$ cat src/rtl/alu_seq.sv
// alu_seq: registered ALU with single-cycle logic/arith/shift/compare ops
// and iterative unsigned multiply (shift-add) and divide (restoring)
// behind a start/busy/done handshake.
module alu_seq #(
    parameter int unsigned WIDTH = 32
) (
    input  logic             clk,
    input  logic             rst,
    input  logic             start,
    input  logic [3:0]       op,
    input  logic [WIDTH-1:0] lt,
    input  logic [WIDTH-1:0] rt,
    output logic             busy,
    output logic             done,
    output logic [WIDTH-1:0] out,
    output logic [WIDTH-1:0] hi,
    output logic             zero_flag,
    output logic             ovf,
    output logic             dz
);

    localparam int unsigned SHW = $clog2(WIDTH);
    localparam int unsigned CW  = SHW + 1;
    localparam int unsigned MSB = WIDTH - 1;

    localparam logic [3:0] OP_MULU = 4'b1100;
    localparam logic [3:0] OP_DIVU = 4'b1101;

    typedef enum logic [1:0] {
        IDLE = 2'd0,
        MUL  = 2'd1,
        DIV  = 2'd2
    } state_t;

    state_t              state;
    logic [CW-1:0]       cnt;
    logic [WIDTH-1:0]    opb;
    logic [2*WIDTH-1:0]  acc;

    logic [WIDTH-1:0]    sum_c;
    logic [WIDTH-1:0]    diff_c;
    logic [SHW-1:0]      sh_c;
    logic [WIDTH-1:0]    res_c;
    logic                ovf_c;

    logic [WIDTH:0]      madd_c;
    logic [2*WIDTH-1:0]  mul_next_c;
    logic [WIDTH:0]      dr_c;
    logic [WIDTH:0]      dsub_c;
    logic [2*WIDTH-1:0]  div_next_c;

    // Single-cycle result and signed overflow for the current request
    always_comb begin
        sum_c  = lt + rt;
        diff_c = lt - rt;
        sh_c   = rt[SHW-1:0];
        res_c  = '0;
        ovf_c  = 1'b0;
        case (op)
            4'b0000: res_c = lt & rt;
            4'b0001: res_c = lt | rt;
            4'b0100,
            4'b0101: res_c = ~(lt | rt);
            4'b0010: begin
                res_c = sum_c;
                ovf_c = (lt[MSB] == rt[MSB]) && (sum_c[MSB] != lt[MSB]);
            end
            4'b0110: begin
                res_c = diff_c;
                ovf_c = (lt[MSB] != rt[MSB]) && (diff_c[MSB] != lt[MSB]);
            end
            // differing signs: lt negative means less; equal signs: difference sign
            4'b0011,
            4'b0111: res_c = {{(WIDTH-1){1'b0}},
                              (lt[MSB] != rt[MSB]) ? lt[MSB] : diff_c[MSB]};
            4'b1000: res_c = lt << sh_c;
            4'b1001: res_c = lt >> sh_c;
            4'b1010: res_c = $signed(lt) >>> sh_c;
            4'b1011: res_c = {{(WIDTH-1){1'b0}}, (lt < rt)};
            default: res_c = '0;
        endcase
    end

    // One iteration of shift-add multiply and restoring divide on acc
    always_comb begin
        madd_c     = {1'b0, acc[2*WIDTH-1:WIDTH]}
                   + (acc[0] ? {1'b0, opb} : {(WIDTH+1){1'b0}});
        mul_next_c = {madd_c, acc[WIDTH-1:1]};
        dr_c       = {acc[2*WIDTH-1:WIDTH], acc[WIDTH-1]};
        dsub_c     = dr_c - {1'b0, opb};
        if (!dsub_c[WIDTH]) begin
            div_next_c = {dsub_c[WIDTH-1:0], acc[WIDTH-2:0], 1'b1};
        end else begin
            div_next_c = {dr_c[WIDTH-1:0], acc[WIDTH-2:0], 1'b0};
        end
    end

    // Control FSM with registered results and handshake
    always_ff @(posedge clk) begin
        if (rst) begin
            state     <= IDLE;
            cnt       <= '0;
            opb       <= '0;
            acc       <= '0;
            busy      <= 1'b0;
            done      <= 1'b0;
            out       <= '0;
            hi        <= '0;
            zero_flag <= 1'b1;
            ovf       <= 1'b0;
            dz        <= 1'b0;
        end else begin
            done <= 1'b0;
            case (state)
                IDLE: begin
                    if (start) begin
                        if (op == OP_MULU) begin
                            state <= MUL;
                            cnt   <= CW'(WIDTH);
                            busy  <= 1'b1;
                            opb   <= lt;
                            acc   <= {{WIDTH{1'b0}}, rt};
                        end else if (op == OP_DIVU) begin
                            state <= DIV;
                            cnt   <= CW'(WIDTH);
                            busy  <= 1'b1;
                            opb   <= rt;
                            acc   <= {{WIDTH{1'b0}}, lt};
                        end else begin
                            out       <= res_c;
                            hi        <= '0;
                            zero_flag <= (res_c == '0);
                            ovf       <= ovf_c;
                            dz        <= 1'b0;
                            done      <= 1'b1;
                        end
                    end
                end
                MUL: begin
                    acc <= mul_next_c;
                    cnt <= cnt - CW'(1);
                    if (cnt == CW'(1)) begin
                        state     <= IDLE;
                        busy      <= 1'b0;
                        done      <= 1'b1;
                        out       <= mul_next_c[WIDTH-1:0];
                        hi        <= mul_next_c[2*WIDTH-1:WIDTH];
                        zero_flag <= (mul_next_c[WIDTH-1:0] == '0);
                        ovf       <= 1'b0;
                        dz        <= 1'b0;
                    end
                end
                DIV: begin
                    acc <= div_next_c;
                    cnt <= cnt - CW'(1);
                    if (cnt == CW'(1)) begin
                        state     <= IDLE;
                        busy      <= 1'b0;
                        done      <= 1'b1;
                        out       <= div_next_c[WIDTH-1:0];
                        hi        <= div_next_c[2*WIDTH-1:WIDTH];
                        zero_flag <= (div_next_c[WIDTH-1:0] == '0);
                        ovf       <= 1'b0;
                        dz        <= (opb == '0);
                    end
                end
                default: state <= IDLE;
            endcase
        end
    end

endmodule
$ cat config.mk
export PLATFORM = sky130hd
export DESIGN_NAME = alu_seq
export DESIGN_NICKNAME = d
export VERILOG_FILES = /design/src/rtl/alu_seq.sv
export SDC_FILE = /design/constraint.sdc
export NUM_CORES = 1
export LEC_CHECK = 0
export CAP_MARGIN = 10
export CORE_MARGIN = 5
export CORE_UTILIZATION = 30
export DETAILED_ROUTE_END_ITERATION = 8
export PLACE_DENSITY = 0.48
export SYNTH_ARGS = -nofsm -noshare
export SYNTH_HDL_FRONTEND = slang
export SYNTH_SLANG_ARGS = --single-unit
$ cat constraint.sdc
create_clock -name clk -period 5.25 [get_ports clk]
set_clock_uncertainty 0.1 [all_clocks]
set_input_delay 0.7875 -clock clk [delete_from_list [all_inputs] [get_ports clk]]
set_output_delay 0.7875 -clock clk [all_outputs]
set_load 0.02 [all_outputs]
==> metrics.txt <==
# TYPE chip_impl_metric gauge
chip_impl_info{name="yosys.cell_count.top_type",value="nand2_1"} 1
chip_impl_metric{name="timing.critical_path.fanout_max",unit=""} 6
chip_impl_metric{name="floorplan.die.height",unit="µm"} 277.1
chip_impl_metric{name="finalCoreUtilization",unit="%"} 37.44
chip_impl_metric{name="cts.sinks",unit=""} 173
chip_impl_metric{name="timing.hold.ws",unit="ps"} 348.5
chip_impl_metric{name="worst_max_slew_margin_expressed_relative_to_the_limit",unit="%"} 18.82
chip_impl_metric{name="initial_utilization",unit="%"} 30.10
chip_impl_metric{name="layout_worst_path_cycle_share",unit="%"} 95.11
chip_impl_metric{name="cts.clk_slew.worst_paths",unit="ps"} 70
chip_impl_metric{name="core_area",unit="mm²"} 0.07112
chip_impl_info{name="synthTopCellsByCount",value="nand2_1 (298), nor2_1 (292), a21oi_1 (282)"} 1
chip_impl_metric{name="worst_pin_slew",unit="ps"} 1207
chip_impl_metric{name="place.gp.congestion",unit=""} 1.027
chip_impl_metric{name="netlist_area_pre_place",unit="mm²"} 0.02141
chip_impl_metric{name="power_frac_clock",unit="%"} 24.1
chip_impl_metric{name="finalMaxSlewViolations",unit=""} 0
chip_impl_metric{name="drtAntennaViolNets",unit=""} 0
chip_impl_metric{name="leakage_power",unit="nW"} 10.66
chip_impl_metric{name="critPathMaxStageDelay",unit="ps"} 580
chip_impl_metric{name="grt_first_pass_wirelength",unit="mm"} 171.2
chip_impl_metric{name="rows",unit=""} 98
chip_impl_metric{name="syn_area_per_cell",unit="µm²"} 7.347
chip_impl_metric{name="die_x",unit="µm"} 277.1
chip_impl_metric{name="detailroute.via_count",unit=""} 24975
chip_impl_metric{name="numPlacedInstances",unit=""} 4148
chip_impl_metric{name="p_switching",unit="W"} 0.002423
chip_impl_metric{name="timing.critical_path.required",unit="ps"} 5550
chip_impl_metric{name="cellInternalPower",unit="W"} 0.003148
chip_impl_metric{name="area_growth",unit="%"} 24.36
chip_impl_metric{name="timing.reg2reg.worst_path_depth",unit=""} 14
chip_impl_info{name="ys_top_cells_by_area",value="dfxtp_1 (16%), ha_1 (10%), a21oi_1 (6.6%), nand2_1 (5.2%), nor2_1 (5.1%)"} 1
chip_impl_metric{name="h-tree-depth",unit=""} 4
chip_impl_metric{name="die-area",unit="mm²"} 0.07681
chip_impl_metric{name="violation_count_after_the_first_detailed_routing_iteration",unit=""} 2344
chip_impl_metric{name="max-cap-violations",unit=""} 0
chip_impl_metric{name="setup_violations",unit=""} 0
chip_impl_metric{name="globalRoute.totalOverflow",unit=""} 0
chip_impl_info{name="synth_top_flop_cell",value="dfxtp_1"} 1
chip_impl_info{name="run_status",value="completed"} 1
chip_impl_info{name="rsz_0062_raised_after_global_routing",value="false"} 1
chip_impl_metric{name="syn_nets",unit=""} 3164
chip_impl_metric{name="grt_antenna_before_repair",unit=""} 5
chip_impl_metric{name="timing.fmax",unit="MHz"} 200.3
chip_impl_info{name="root_buffer",value="clkbuf_16"} 1
chip_impl_metric{name="synth_enable_flop_cells",unit=""} 0
chip_impl_metric{name="clk_latency",unit="ps"} 480
chip_impl_info{name="tritoncts_clock_tree",value="yes"} 1
chip_impl_metric{name="grt_start_max_net_pins",unit=""} 99
chip_impl_metric{name="final_layout_size_suffix_gt1_share",unit="%"} 15.70
chip_impl_metric{name="yosys.cell_types.count",unit=""} 91
chip_impl_info{name="top_cell_type_by_total_area_after_synthesis",value="dfxtp_1"} 1
chip_impl_info{name="crit_chain",value="clkdlybuf4s50_1 > inv_1 > ha_1 > buf_4 > nor2b_1 > o221ai_1 > buf_4 > a2111o_1 > nand3_1 > buf_4 > a2bb2oi_1 > mux2i_1 > a211o_1 > nor4_1 > or4b_1 > nand4b_1 > o21bai_1"} 1
chip_impl_metric{name="timing.final.crit_period",unit="ps"} 4993
chip_impl_metric{name="power.sequential.fraction",unit="%"} 26.4
chip_impl_metric{name="comb_power_share",unit="%"} 49.5
chip_impl_metric{name="synth_top_cell_area_share",unit="%"} 16.18
chip_impl_info{name="timing.critical_path.mode_cell",value="buf_4"} 1
chip_impl_info{name="worst_path_max_delay_cell",value="or4b_1"} 1
chip_impl_metric{name="ios",unit=""} 140
chip_impl_metric{name="route.detailed.wl_per_inst",unit="µm"} 28.43
chip_impl_metric{name="yosysSeqAreaShare",unit="%"} 16.18
chip_impl_metric{name="drt_drc_violations_left",unit=""} 0
chip_impl_metric{name="gr-usage-all-layers",unit="%"} 29.58
chip_impl_metric{name="port-buffer-count",unit=""} 139
chip_impl_metric{name="via_count_of_the_first_global_routing_pass",unit=""} 24245
chip_impl_metric{name="ir_worst_vdd",unit="mV"} 0.1773
chip_impl_metric{name="cts.path.max_buffers",unit=""} 2
chip_impl_metric{name="synth-async-reset-ratio",unit="%"} 0
chip_impl_metric{name="via_per_inst",unit=""} 5.969
chip_impl_metric{name="cellPowerDensity",unit="mW/mm²"} 209.2
chip_impl_info{name="worstHoldPathType",value="reg2reg"} 1
chip_impl_metric{name="timing.final.hold_violations",unit=""} 0
chip_impl_info{name="critical_path.endpoint_type",value="flip-flop"} 1
chip_impl_metric{name="switching_share",unit="%"} 43.50
chip_impl_metric{name="routed_wirelength",unit="mm"} 119.0
chip_impl_metric{name="ys_seq_elements",unit=""} 173
chip_impl_metric{name="cts-buffers-inserted",unit=""} 17
chip_impl_metric{name="dr.pass1.iters",unit=""} 5
chip_impl_metric{name="min_path_cells",unit=""} 2
chip_impl_metric{name="final_net_count",unit=""} 3467
chip_impl_metric{name="final_cell_count_without_fillers",unit=""} 4184
chip_impl_metric{name="synth-warning-count",unit=""} 0
chip_impl_info{name="cp-start-kind",value="input port"} 1
chip_impl_metric{name="arrival",unit="ps"} 5290
chip_impl_metric{name="post_synth_inst_count",unit=""} 2914
chip_impl_info{name="timing_worst_setup_path_type",value="in2reg"} 1
chip_impl_metric{name="dp.final_hpwl",unit="mm"} 96.42
timing repair:
action | 4_1_cts | 5_1_grt
resized for setup | 0 | 3
setup endpoints to repair | 0 | 2
buffers inserted | 0 | 0
hold buffers | 0 | 0
layout make-up:
cell class              count  area, µm²
inverters                 157      590.6
repair buffers            508       4299
diodes                      4      10.01
clock inverters            12      143.9
flip-flops and latches    173       3463
fillers                  7536      44490
clock buffers              20      456.7
well taps                 950       1189
multi-input cells        2360      16470
metal layers:
layer	routed length, µm	global-route usage, %	vias to the layer above
met2	54350	48.69	1042
met3	6516	3.650	231
li1	-	-	11476
met4	7627	15.44	0
met1	50470	38.04	12226
met5	0	0	-
cell usage in the layout (no fill, tap or decap), types with 48 or more instances in the layout:
cell,count
inv_1,151
a21o_1,48
o211ai_1,90
clkdlybuf4s50_1,133
dfxtp_1,173
o21ai_0,150
a211oi_1,77
buf_4,358
a21oi_1,281
nand3_1,56
ha_1,171
nor2_1,290
nand2_1,298
mux2i_1,88
a22oi_1,62
sequential cells by signal, indices dropped and copies added, names as in the netlist:
signal     cells
ovf            1
hi            32
zero_flag      1
opb           32
dz             1
acc           64
cnt            6
out           32
state          2
busy           1
done           1
power by group through the flow:
stage                     combinational, W  clock [W]  sequential (W)
after CTS                          0.00272    0.00138         0.00147
after global routing               0.00293    0.00143         0.00148
after detailed placement           0.00271          0         0.00150
after global placement             0.00272          0         0.00150
after floorplan                    0.00144          0         0.00154
final                              0.00276    0.00134         0.00147
cell families (layout without fill, tap and decap cells):
logic type | count (synthesis) | in the layout | synth area share (%)
adders and majority gates | 179 | 179 | 10.64
muxes | 152 | 152 | 10.32
other | 0 | 4 | 0
buffers and inverters | 381 | 697 | 7.346
DFF | 173 | 173 | 16.18
AOI/OAI and AO/OA | 1031 | 1031 | 32.32
and+or+nand+nor | 921 | 921 | 20.05
xor gates and xnor gates | 77 | 77 | 3.150
path summary, 6_finish.rpt:
| kind | startpoint | end | slack [ps] |
|---|---|---|---|
| worst min-delay path | out[27] | out[27] | 350 |
| worst max-delay path | lt[2] | zero_flag | 260 |
| worst min register to register | out[27] | out[27] | 350 |
| worst max register to register | acc[0] | hi[30] | 640 |
worst max-delay path: cells and delay by family:
kind,cells,cell delay [ps]
buf+inv,5,1070
mux,1,140
fa+ha+maj,1,330
compound gates,5,1300
simple gates,5,1640
stage by stage:
step                setup slack, ps  total power, W  TNS (ps)  cell area (µm²)
CTS                           296.9        0.005577         0            26600
floorplan                     54.72        0.002977         0            21410
global route                  29.11        0.005844         0            26620
global placement             -223.0        0.004217    -474.6            26000
detailed placement           -190.7        0.004210    -386.4            26000
finish                        256.6        0.005571         0            26630
No activity file was read; power rests on OpenSTA's default activity.
